===== src/rtl/drv_segment_pkg.sv =====
// Shared definitions for the 7-segment display bus capture block.
// Segment patterns are active-low, written {middle, top-left, bottom-left, bottom, bottom-right, top-right, top}.
package drv_segment_pkg;

  localparam logic [6:0] SEG_0     = 7'b1000000;
  localparam logic [6:0] SEG_1     = 7'b1111001;
  localparam logic [6:0] SEG_2     = 7'b0100100;
  localparam logic [6:0] SEG_3     = 7'b0110000;
  localparam logic [6:0] SEG_4     = 7'b0011001;
  localparam logic [6:0] SEG_5     = 7'b0010010;
  localparam logic [6:0] SEG_6     = 7'b0000010;
  localparam logic [6:0] SEG_7     = 7'b1111000;
  localparam logic [6:0] SEG_8     = 7'b0000000;
  localparam logic [6:0] SEG_9     = 7'b0010000;
  localparam logic [6:0] SEG_A     = 7'b0001000;
  localparam logic [6:0] SEG_B     = 7'b0000011;
  localparam logic [6:0] SEG_C     = 7'b1000110;
  localparam logic [6:0] SEG_D     = 7'b0100001;
  localparam logic [6:0] SEG_E     = 7'b0000110;
  localparam logic [6:0] SEG_F     = 7'b0001110;
  localparam logic [6:0] SEG_BLANK = 7'b1111111;

  typedef enum logic [1:0] {
    WAIT   = 2'd0,
    SETTLE = 2'd1,
    HOLD   = 2'd2
  } cap_state_t;

  typedef struct packed {
    logic [3:0] val;
    logic       blank;
    logic       err;
  } seg_result_t;

endpackage


===== src/rtl/drv_segment_pattern_dec.sv =====
// Combinational segment pattern -> {val, blank, err} decoder.
// Hex letters A-F decode only when DRV_SEGMENT_HEX_EN is defined; otherwise they are errors.
module drv_segment_pattern_dec
  import drv_segment_pkg::*;
(
  input  logic [6:0] sgmnt,
  output logic [3:0] val_c,
  output logic       blank_c,
  output logic       err_c
);

  seg_result_t res;

  always_comb begin
    res = '{val: 4'hF, blank: 1'b0, err: 1'b1};
    case (sgmnt)
      SEG_0:     res = '{val: 4'd0, blank: 1'b0, err: 1'b0};
      SEG_1:     res = '{val: 4'd1, blank: 1'b0, err: 1'b0};
      SEG_2:     res = '{val: 4'd2, blank: 1'b0, err: 1'b0};
      SEG_3:     res = '{val: 4'd3, blank: 1'b0, err: 1'b0};
      SEG_4:     res = '{val: 4'd4, blank: 1'b0, err: 1'b0};
      SEG_5:     res = '{val: 4'd5, blank: 1'b0, err: 1'b0};
      SEG_6:     res = '{val: 4'd6, blank: 1'b0, err: 1'b0};
      SEG_7:     res = '{val: 4'd7, blank: 1'b0, err: 1'b0};
      SEG_8:     res = '{val: 4'd8, blank: 1'b0, err: 1'b0};
      SEG_9:     res = '{val: 4'd9, blank: 1'b0, err: 1'b0};
      SEG_BLANK: res = '{val: 4'd0, blank: 1'b1, err: 1'b0};
`ifdef DRV_SEGMENT_HEX_EN
      SEG_A:     res = '{val: 4'd10, blank: 1'b0, err: 1'b0};
      SEG_B:     res = '{val: 4'd11, blank: 1'b0, err: 1'b0};
      SEG_C:     res = '{val: 4'd12, blank: 1'b0, err: 1'b0};
      SEG_D:     res = '{val: 4'd13, blank: 1'b0, err: 1'b0};
      SEG_E:     res = '{val: 4'd14, blank: 1'b0, err: 1'b0};
      SEG_F:     res = '{val: 4'd15, blank: 1'b0, err: 1'b0};
`endif
      default: ;
    endcase
  end

  assign val_c   = res.val;
  assign blank_c = res.blank;
  assign err_c   = res.err;

endmodule


===== src/rtl/drv_segment_capture.sv =====
// Recovers per-digit values from a multiplexed active-low 7-segment bus, with a stability
// filter and a valid/ready update channel. Build option: DRV_SEGMENT_HEX_EN (hex letter decode).
module drv_segment_capture
  import drv_segment_pkg::*;
#(
  parameter int unsigned DIGITS        = 4,
  parameter int unsigned STABLE_CYCLES = 16
)(
  input  logic                       i_clk,
  input  logic                       i_rst,
  input  logic [6:0]                 i_sgmnt,
  input  logic [DIGITS-1:0]          i_an,
  output logic [4*DIGITS-1:0]        o_val,
  output logic [DIGITS-1:0]          o_blank,
  output logic [DIGITS-1:0]          o_err,
  output logic                       o_upd_valid,
  output logic [$clog2(DIGITS)-1:0]  o_upd_idx,
  input  logic                       i_upd_ready
);

  localparam int unsigned IW = $clog2(DIGITS);
  localparam int unsigned CW = $clog2(STABLE_CYCLES + 1);
  localparam int unsigned SW = DIGITS + 7;

  logic [SW-1:0]     sync1, sync2, prev;
  cap_state_t        state;
  logic [CW-1:0]     cnt;
  logic [DIGITS-1:0] pend, pend_next, set_mask, clr_mask;
  logic [IW-1:0]     dig_idx, low_idx;
  logic [DIGITS-1:0] an_s;
  logic [6:0]        sg_s;
  logic              an_ok, same, capture, changed;
  logic [3:0]        dec_val;
  logic              dec_blank, dec_err;

  assign an_s  = sync2[SW-1:7];
  assign sg_s  = sync2[6:0];
  assign an_ok = $onehot(~an_s);
  assign same  = (sync2 == prev);

  drv_segment_pattern_dec u_dec (
    .sgmnt   (sg_s),
    .val_c   (dec_val),
    .blank_c (dec_blank),
    .err_c   (dec_err)
  );

  // Index of the driven (low) anode; only meaningful when an_ok.
  always_comb begin
    dig_idx = '0;
    for (int i = int'(DIGITS) - 1; i >= 0; i--) begin
      if (!an_s[i]) dig_idx = IW'(i);
    end
  end

  // A capture happens on the sample that completes STABLE_CYCLES identical samples.
  assign capture = (state == SETTLE) && an_ok && same && (cnt == CW'(STABLE_CYCLES - 1));
  assign changed = capture &&
                   ({dec_val, dec_blank, dec_err} !=
                    {o_val[4*dig_idx +: 4], o_blank[dig_idx], o_err[dig_idx]});

  // Pending mask update: a set on the same bit as a handshake clear wins.
  always_comb begin
    set_mask  = changed ? (DIGITS'(1) << dig_idx) : '0;
    clr_mask  = (o_upd_valid && i_upd_ready) ? (DIGITS'(1) << o_upd_idx) : '0;
    pend_next = (pend & ~clr_mask) | set_mask;
    low_idx   = '0;
    for (int i = int'(DIGITS) - 1; i >= 0; i--) begin
      if (pend_next[i]) low_idx = IW'(i);
    end
  end

  always_ff @(posedge i_clk or posedge i_rst) begin
    if (i_rst) begin
      sync1       <= '1;
      sync2       <= '1;
      prev        <= '1;
      state       <= WAIT;
      cnt         <= '0;
      o_val       <= '0;
      o_blank     <= '1;
      o_err       <= '0;
      pend        <= '0;
      o_upd_valid <= 1'b0;
      o_upd_idx   <= '0;
    end else begin
      sync1       <= {i_an, i_sgmnt};
      sync2       <= sync1;
      prev        <= sync2;
      pend        <= pend_next;
      o_upd_valid <= |pend_next;
      o_upd_idx   <= low_idx;

      if (changed) begin
        o_val[4*dig_idx +: 4] <= dec_val;
        o_blank[dig_idx]      <= dec_blank;
        o_err[dig_idx]        <= dec_err;
      end

      if (!an_ok) begin
        state <= WAIT;
        cnt   <= '0;
      end else begin
        case (state)
          WAIT: begin
            state <= SETTLE;
            cnt   <= CW'(1);
          end
          SETTLE: begin
            if (!same) begin
              cnt <= CW'(1);
            end else if (capture) begin
              state <= HOLD;
              cnt   <= CW'(STABLE_CYCLES);
            end else if (cnt < CW'(STABLE_CYCLES)) begin
              cnt <= cnt + CW'(1);
            end
          end
          HOLD: begin
            if (!same) begin
              state <= SETTLE;
              cnt   <= CW'(1);
            end
          end
          default: begin
            state <= WAIT;
            cnt   <= '0;
          end
        endcase
      end
    end
  end

endmodule


===== config.mk =====
export PLATFORM = sky130hd
export DESIGN_NAME = drv_segment_capture
export DESIGN_NICKNAME = d
export VERILOG_FILES = /design/src/rtl/drv_segment_pkg.sv /design/src/rtl/drv_segment_pattern_dec.sv /design/src/rtl/drv_segment_capture.sv
export SDC_FILE = /design/constraint.sdc
export NUM_CORES = 1
export LEC_CHECK = 0
export CAP_MARGIN = 40
export CORE_MARGIN = 2
export CORE_UTILIZATION = 57
export CTS_BUF_LIST = sky130_fd_sc_hd__clkbuf_8
export DETAILED_ROUTE_END_ITERATION = 10
export MAX_ROUTING_LAYER = met4
export PLACE_DENSITY = 0.93
export SYNTH_ARGS = -nofsm -noshare
export SYNTH_HDL_FRONTEND = slang
export SYNTH_SLANG_ARGS = --single-unit

===== constraint.sdc =====
create_clock -name i_clk -period 3.85 [get_ports i_clk]
set_input_delay 0.77 -clock i_clk [delete_from_list [all_inputs] [get_ports i_clk]]
set_output_delay 0.77 -clock i_clk [all_outputs]
set_load 0.1 [all_outputs]

==> results.cfg, run 1 <==
[outcome]
status = complete, no violations

[detailed_routing]
drt_pre_antenna_iters = 6
vias_per_cell = 6.21
post_drt_wl_per_cell_um = 19.0
wirelength_mm = 8.33
ant_nets = 0
drc_errors = 0
vias = 2728
drtIter0Drc = 302

[power_and_ir_drop]
irDropWorstVdd_mv = 0.568
leakage_nw = 1.95
power_density_nw_per_um2 = 451

[layout]
final_area_um2 = 4460
final_cell_mix = clkdlybuf4s50_1 (40), dfstp_2 (37), dfrtp_1 (34)
layout.nets = 382
drive_above_1_share_pct = 29.7
fill_cells = 283
multi_input_area_um2 = 1410
register_area_um2 = 1820
syn_to_final_growth_pct = 34.0
final_common_cell = clkdlybuf4s50_1
final_util_pct = 80.0
diodes = 0

[floorplanning]
die_x_um = 80.4
initial_core_util_pct = 59.7
die_h_um = 80.4
num_io_pins = 41
core_area_um2 = 5570
rows = 27
die_area_um2 = 6470

[timing]
worst_pin_slew_ns = 0.650
max_freq_mhz = 289
setup_tns_ns = 0
whs_ns = 0.357
slew_headroom_pct = 56.2
drv_slew = 0
finalSetupViolations = 0
rsz0062_at_grt = no
hold_violations = 0
fin_crit_sh_pct = 89.8
skew_ns = 0.0110
timing.final.crit_period_ns = 3.46

[clock_tree]
clkLatencyLatePin_ns = 0.34
cts_buffers = 9
tritoncts = done
post_cts_resized = 0
clk_path_buf_depth = 2
path_clk_slew_ns = 0.07
postCtsHoldBufs = 0
htree_num_levels = 3
cts_sinks = 71
cts_setup_buffers = 0
cts_root_buffer = clkbuf_8

[synthesis]
synthDistinctLibCells = 58
syn-num-nets = 314
syn_area_um2 = 3330
ys_ff_latch = 71
syn_avg_cell_area_um2 = 11.3
ys.flop_type = dfstp_2
synthCells = 294
synthArstFlopShare_pct = 100
ys_seq_area_share_pct = 54.8
yosysWarnings = 0
synth_edf_count = 0

[run]
max_cap_violations = 0

[global_routing]
top_usage_layer = met2
grt_first_pass_wirelength_mm = 13.7
grt_max_degree = 30
grt_pass1_vias = 2785
met3_usage_pct = 7.53
use_met2_pct = 47.1
grt_use_met1_pct = 34.3
grt_overflow = 0
track_usage_pct = 29.2
antenna_found_initial = 0

[worst_setup_path]
crit_type = flop to flop
r2r_setup_slack_ns = 0.39
setup.worst_path.end_class = flop
cp_max_fo = 8
r2r_start = sync2[4]$_DFF_PP1_
worstPathArrival_ns = 3.68
worst_ep_required_time_ns = 4.07
crit_start = sync2[4]$_DFF_PP1_
start_kind = flop

[min_path]
hold_start = sync1[5]$_DFF_PP1_
min_path_type = flop to flop

[place]
gp_congestion = 0.908
post_dp_cell_area_um2 = 4180
dpl.hpwl_mm = 5.58
portBuffers = 40
==> power breakdown <==
| group | internal, W | leakage (nW) | switching [W] | total, W |
|---|---|---|---|---|
| logic | 0.000135 | 0.954 | 0.000209 | 0.000345 |
| registers | 0.000806 | 0.857 | 0.0000562 | 0.000862 |
| clock network | 0.000531 | 0.136 | 0.000274 | 0.000805 |
| total | 0.00147 | 1.95 | 0.000539 | 0.00201 |
==> kinds of logic after synthesis <==
logic type | count (synthesis) | share of synthesized area, %
buf+inv | 21 | 2.86
xor+xnor | 15 | 3.95
simple gates | 95 | 15.6
compound gates | 63 | 12.6
flops | 71 | 54.8
mux | 23 | 7.74
fa+ha+maj | 6 | 2.48
==> state kept, by name, indices dropped and copies added (netlist names) <==
signal / count
state: 2
o_upd_idx: 2
sync1: 11
o_val: 16
pend: 4
o_upd_valid: 1
prev: 11
o_blank: 4
o_err: 4
sync2: 11
cnt: 5
==> metrics by stage <==
stage	total power [W]	instances	setup slack [ns]
2_1_floorplan	0.00108	294	0.927
3_3_place_gp	0.00115	396	0.736
3_5_place_dp	0.00121	423	0.557
4_1_cts	0.00202	439	0.516
5_1_grt	0.00208	439	0.233
6_report	0.00201	439	0.391
==> layer usage <==
metal	vias to the layer above	share of wire (%)
li1	1193	-
met1	1331	38
met2	162	51
met3	42	7.6
met4	0	3.4
met5	-	0
==> worst max-delay path: stages, from the launching register on <==
cell       delay (ns)
dfstp_2          0.61
nor4bb_1         0.61
o2111ai_1        0.28
nand3b_1         0.27
o211ai_1         0.16
a211oi_2         0.24
nand4_1          0.27
nand3_1          0.48
mux2_2           0.41
==> Yosys cell counts, types with 5 or more instances <==
cell	instances	area, um2
inv_1	8	30.0
a21oi_1	12	60.1
mux2_2	18	203
xnor2_1	14	123
nand3_1	11	55.1
nand2b_1	7	43.8
nor2_1	13	48.8
clkbuf_1	7	26.3
nand3b_1	5	37.5
nand2_1	23	86.3
dfrtp_1	34	851
nor3_1	6	30.0
o21ai_0	15	75.1
dfstp_2	37	972
nor2b_1	6	37.5
a31oi_1	7	43.8
ha_1	5	62.6
==> path summary, 6_finish.rpt <==
path / endpoint / depth (start not counted)
min in group asynchronous: o_val[8]$_DFFE_PP0P_ / 2
max in group asynchronous: sync1[4]$_DFF_PP1_ / 3
worst min register to register: sync2[5]$_DFF_PP1_ / 0
worst min-delay path: sync2[5]$_DFF_PP1_ / 0
worst max-delay path: o_val[2]$_DFFE_PP0P_ / 8
worst max register to register: o_val[2]$_DFFE_PP0P_ / 8
==> final cells by class <==
| cell class | instances | area share, % |
|---|---|---|
| repair buffers | 70 | 18.6 |
| multi-input cells | 202 | 31.6 |
| clock inverters | 5 | 2.86 |
| inverters | 8 | 0.673 |
| clock buffers | 11 | 3.39 |
| flip-flops and latches | 71 | 40.9 |
| well taps | 72 | 2.02 |
Note: power is estimated with default switching activity, not from simulation.
==> run 2: changes to the inputs <==
Settings changed: RECOVER_POWER set to 25.
==> run 2 against run 1 <==
  * Count of clock-buffer cells in the layout unchanged
  * Clock power about the same
  * Final cell count unchanged
  * Flip-flop and latch count unchanged
  * Global-route usage unchanged
  * Wire length down 0.82%
  * Via count up 0.15%
  * Largest cell class unchanged
  * Highest routed layer unchanged
==> results.cfg, run 2 (synthesized netlist as in run 1, its figures left out) <==
[outcome]
status = complete, no violations

[layout]
max_flop_register = o_val
multi_input_area_um2 = 1410
drive_above_1_share_pct = 27.0
diodes = 0
register_area_um2 = 1820
layout.nets = 382
final_area_um2 = 4460
largest_reg_flops = 16
final_common_cell = dfrtp_1
fill_cells = 283
final_cell_mix = dfrtp_1 (34), clkdlybuf4s50_1 (28), dfstp_2 (28)
final_util_pct = 80.0
syn_to_final_growth_pct = 34.0

[detailed_routing]
post_drt_wl_per_cell_um = 18.8
drt_pre_antenna_iters = 6
vias = 2732
ant_nets = 0
drc_errors = 0
wirelength_mm = 8.26
drtIter0Drc = 307
vias_per_cell = 6.22

[clock_tree]
post_cts_resized = 0
clkLatencyLatePin_ns = 0.34
path_clk_slew_ns = 0.07
htree_num_levels = 3
cts_setup_buffers = 0
postCtsHoldBufs = 0
tritoncts = done
cts_sinks = 71
cts_buffers = 9
clk_path_buf_depth = 2
cts_root_buffer = clkbuf_8

[worst_setup_path]
r2r_setup_slack_ns = 0.34
slowest_delay_ns = 0.67
crit_chain = nor4bb_1 > o2111ai_1 > nand3b_1 > o211ai_1 > a211oi_2 > nand4_1 > nand3_1 > mux2_2
critPathBufInv = 0
worstPathArrival_ns = 3.74
r2r_start = sync2[4]$_DFF_PP1_
cp_slowest_cell = dfstp_1
crit_type = flop to flop
path_delay_family = simple AND/OR/NAND/NOR gates
cp_max_fo = 8
reg2reg_to = o_val[2]$_DFFE_PP0P_
worst_ep_required_time_ns = 4.07
setup.worst_path.end_class = flop
rr_worst_depth = 8
start_kind = flop

[global_routing]
track_usage_pct = 29.2
grt_max_degree = 30
grt_first_pass_wirelength_mm = 13.7
antenna_found_initial = 0
grt_pass1_vias = 2785
grt_overflow = 0

[run]
max_cap_violations = 0

[place]
portBuffers = 40
dpl.hpwl_mm = 5.58
post_dp_cell_area_um2 = 4180
pre_cts_slack_ns = 0.557
gp_congestion = 0.908

[power_and_ir_drop]
leakage_nw = 1.95
p_clk_share_pct = 40.2
switchingPower_w = 0.000539
comb_power_share_pct = 17.0
power_density_nw_per_um2 = 450
power.internal_w = 0.00147
switching_share_pct = 26.9
p_seq_share_pct = 42.8
irDropWorstVdd_mv = 0.568

[floorplanning]
initial_core_util_pct = 59.7
die_area_um2 = 6470
die_h_um = 80.4
rows = 27
core_area_um2 = 5570
num_io_pins = 41
die_x_um = 80.4

[timing]
setup_tns_ns = 0
fin_crit_sh_pct = 91.3
rsz0062_at_grt = no
fin_ws_ns = 0.336
slew_headroom_pct = 42.8
finalSetupViolations = 0
worst_pin_slew_ns = 0.858
drv_slew = 0
max_freq_mhz = 285
hold_violations = 0
timing.final.crit_period_ns = 3.51
skew_ns = 0.0138

[min_path]
min_path_cells = 0
whs_endpoint = sync2[5]$_DFF_PP1_
min_path_type = flop to flop
hold_start = sync1[5]$_DFF_PP1_
run 2: worst max path at each step:
stage	start	to	slack, ns	cells after the start
after global routing	sync2[5]$_DFF_PP1_	o_val[12]$_DFFE_PP0P_	0.15	8
after CTS	sync2[7]$_DFF_PP1_	o_upd_idx[0]$_DFF_PP0_	0.52	11
after detailed placement	sync2[8]$_DFF_PP1_	o_upd_idx[0]$_DFF_PP0_	0.56	11
after floorplan	o_val[2]$_DFFE_PP0P_	o_err[1]$_DFFE_PP0P_	0.93	10
final	sync2[4]$_DFF_PP1_	o_val[2]$_DFFE_PP0P_	0.34	8
after global placement	sync2[8]$_DFF_PP1_	o_upd_idx[0]$_DFF_PP0_	0.74	11
run 2: routing by layer:
layer	global-route usage, %	share of wire, %	up-vias
met5	-	0	-
met4	14.1	3.7	0
met3	7.53	7.0	46
met2	47.1	50	150
met1	34.3	39	1344
li1	-	-	1192
run 2: power by group through the flow:
stage	clock network (W)	logic, W	registers, W
2_1_floorplan	0	0.000122	0.000953
3_5_place_dp	0	0.000340	0.000872
3_3_place_gp	0	0.000282	0.000866
6_report	0.000806	0.000341	0.000859
5_1_grt	0.000847	0.000362	0.000866
4_1_cts	0.000814	0.000344	0.000859
run 2: final cells by class:
| cell class | instances | area share, % |
|---|---|---|
| sequential | 71 | 40.9 |
| clock inverter | 5 | 2.86 |
| timing repair buffer | 70 | 18.6 |
| inverter | 8 | 0.673 |
| multi-input combinational | 202 | 31.6 |
| clock buffer | 11 | 3.39 |
| tap | 72 | 2.02 |
run 2: metrics by stage:
step / std cells / power, W / hold slack [ns]
2_1_floorplan: 294 / 0.00108 / 0.345
5_1_grt: 439 / 0.00208 / 0.367
4_1_cts: 439 / 0.00202 / 0.353
6_report: 439 / 0.00201 / 0.362
3_5_place_dp: 423 / 0.00121 / 0.347
3_3_place_gp: 396 / 0.00115 / 0.346
run 2: worst reg2reg max path, stage by stage (launching register included):
cell	delay [ns]
dfstp_1	0.67
nor4bb_1	0.64
o2111ai_1	0.28
nand3b_1	0.28
o211ai_1	0.17
a211oi_2	0.22
nand4_1	0.26
nand3_1	0.48
mux2_2	0.41
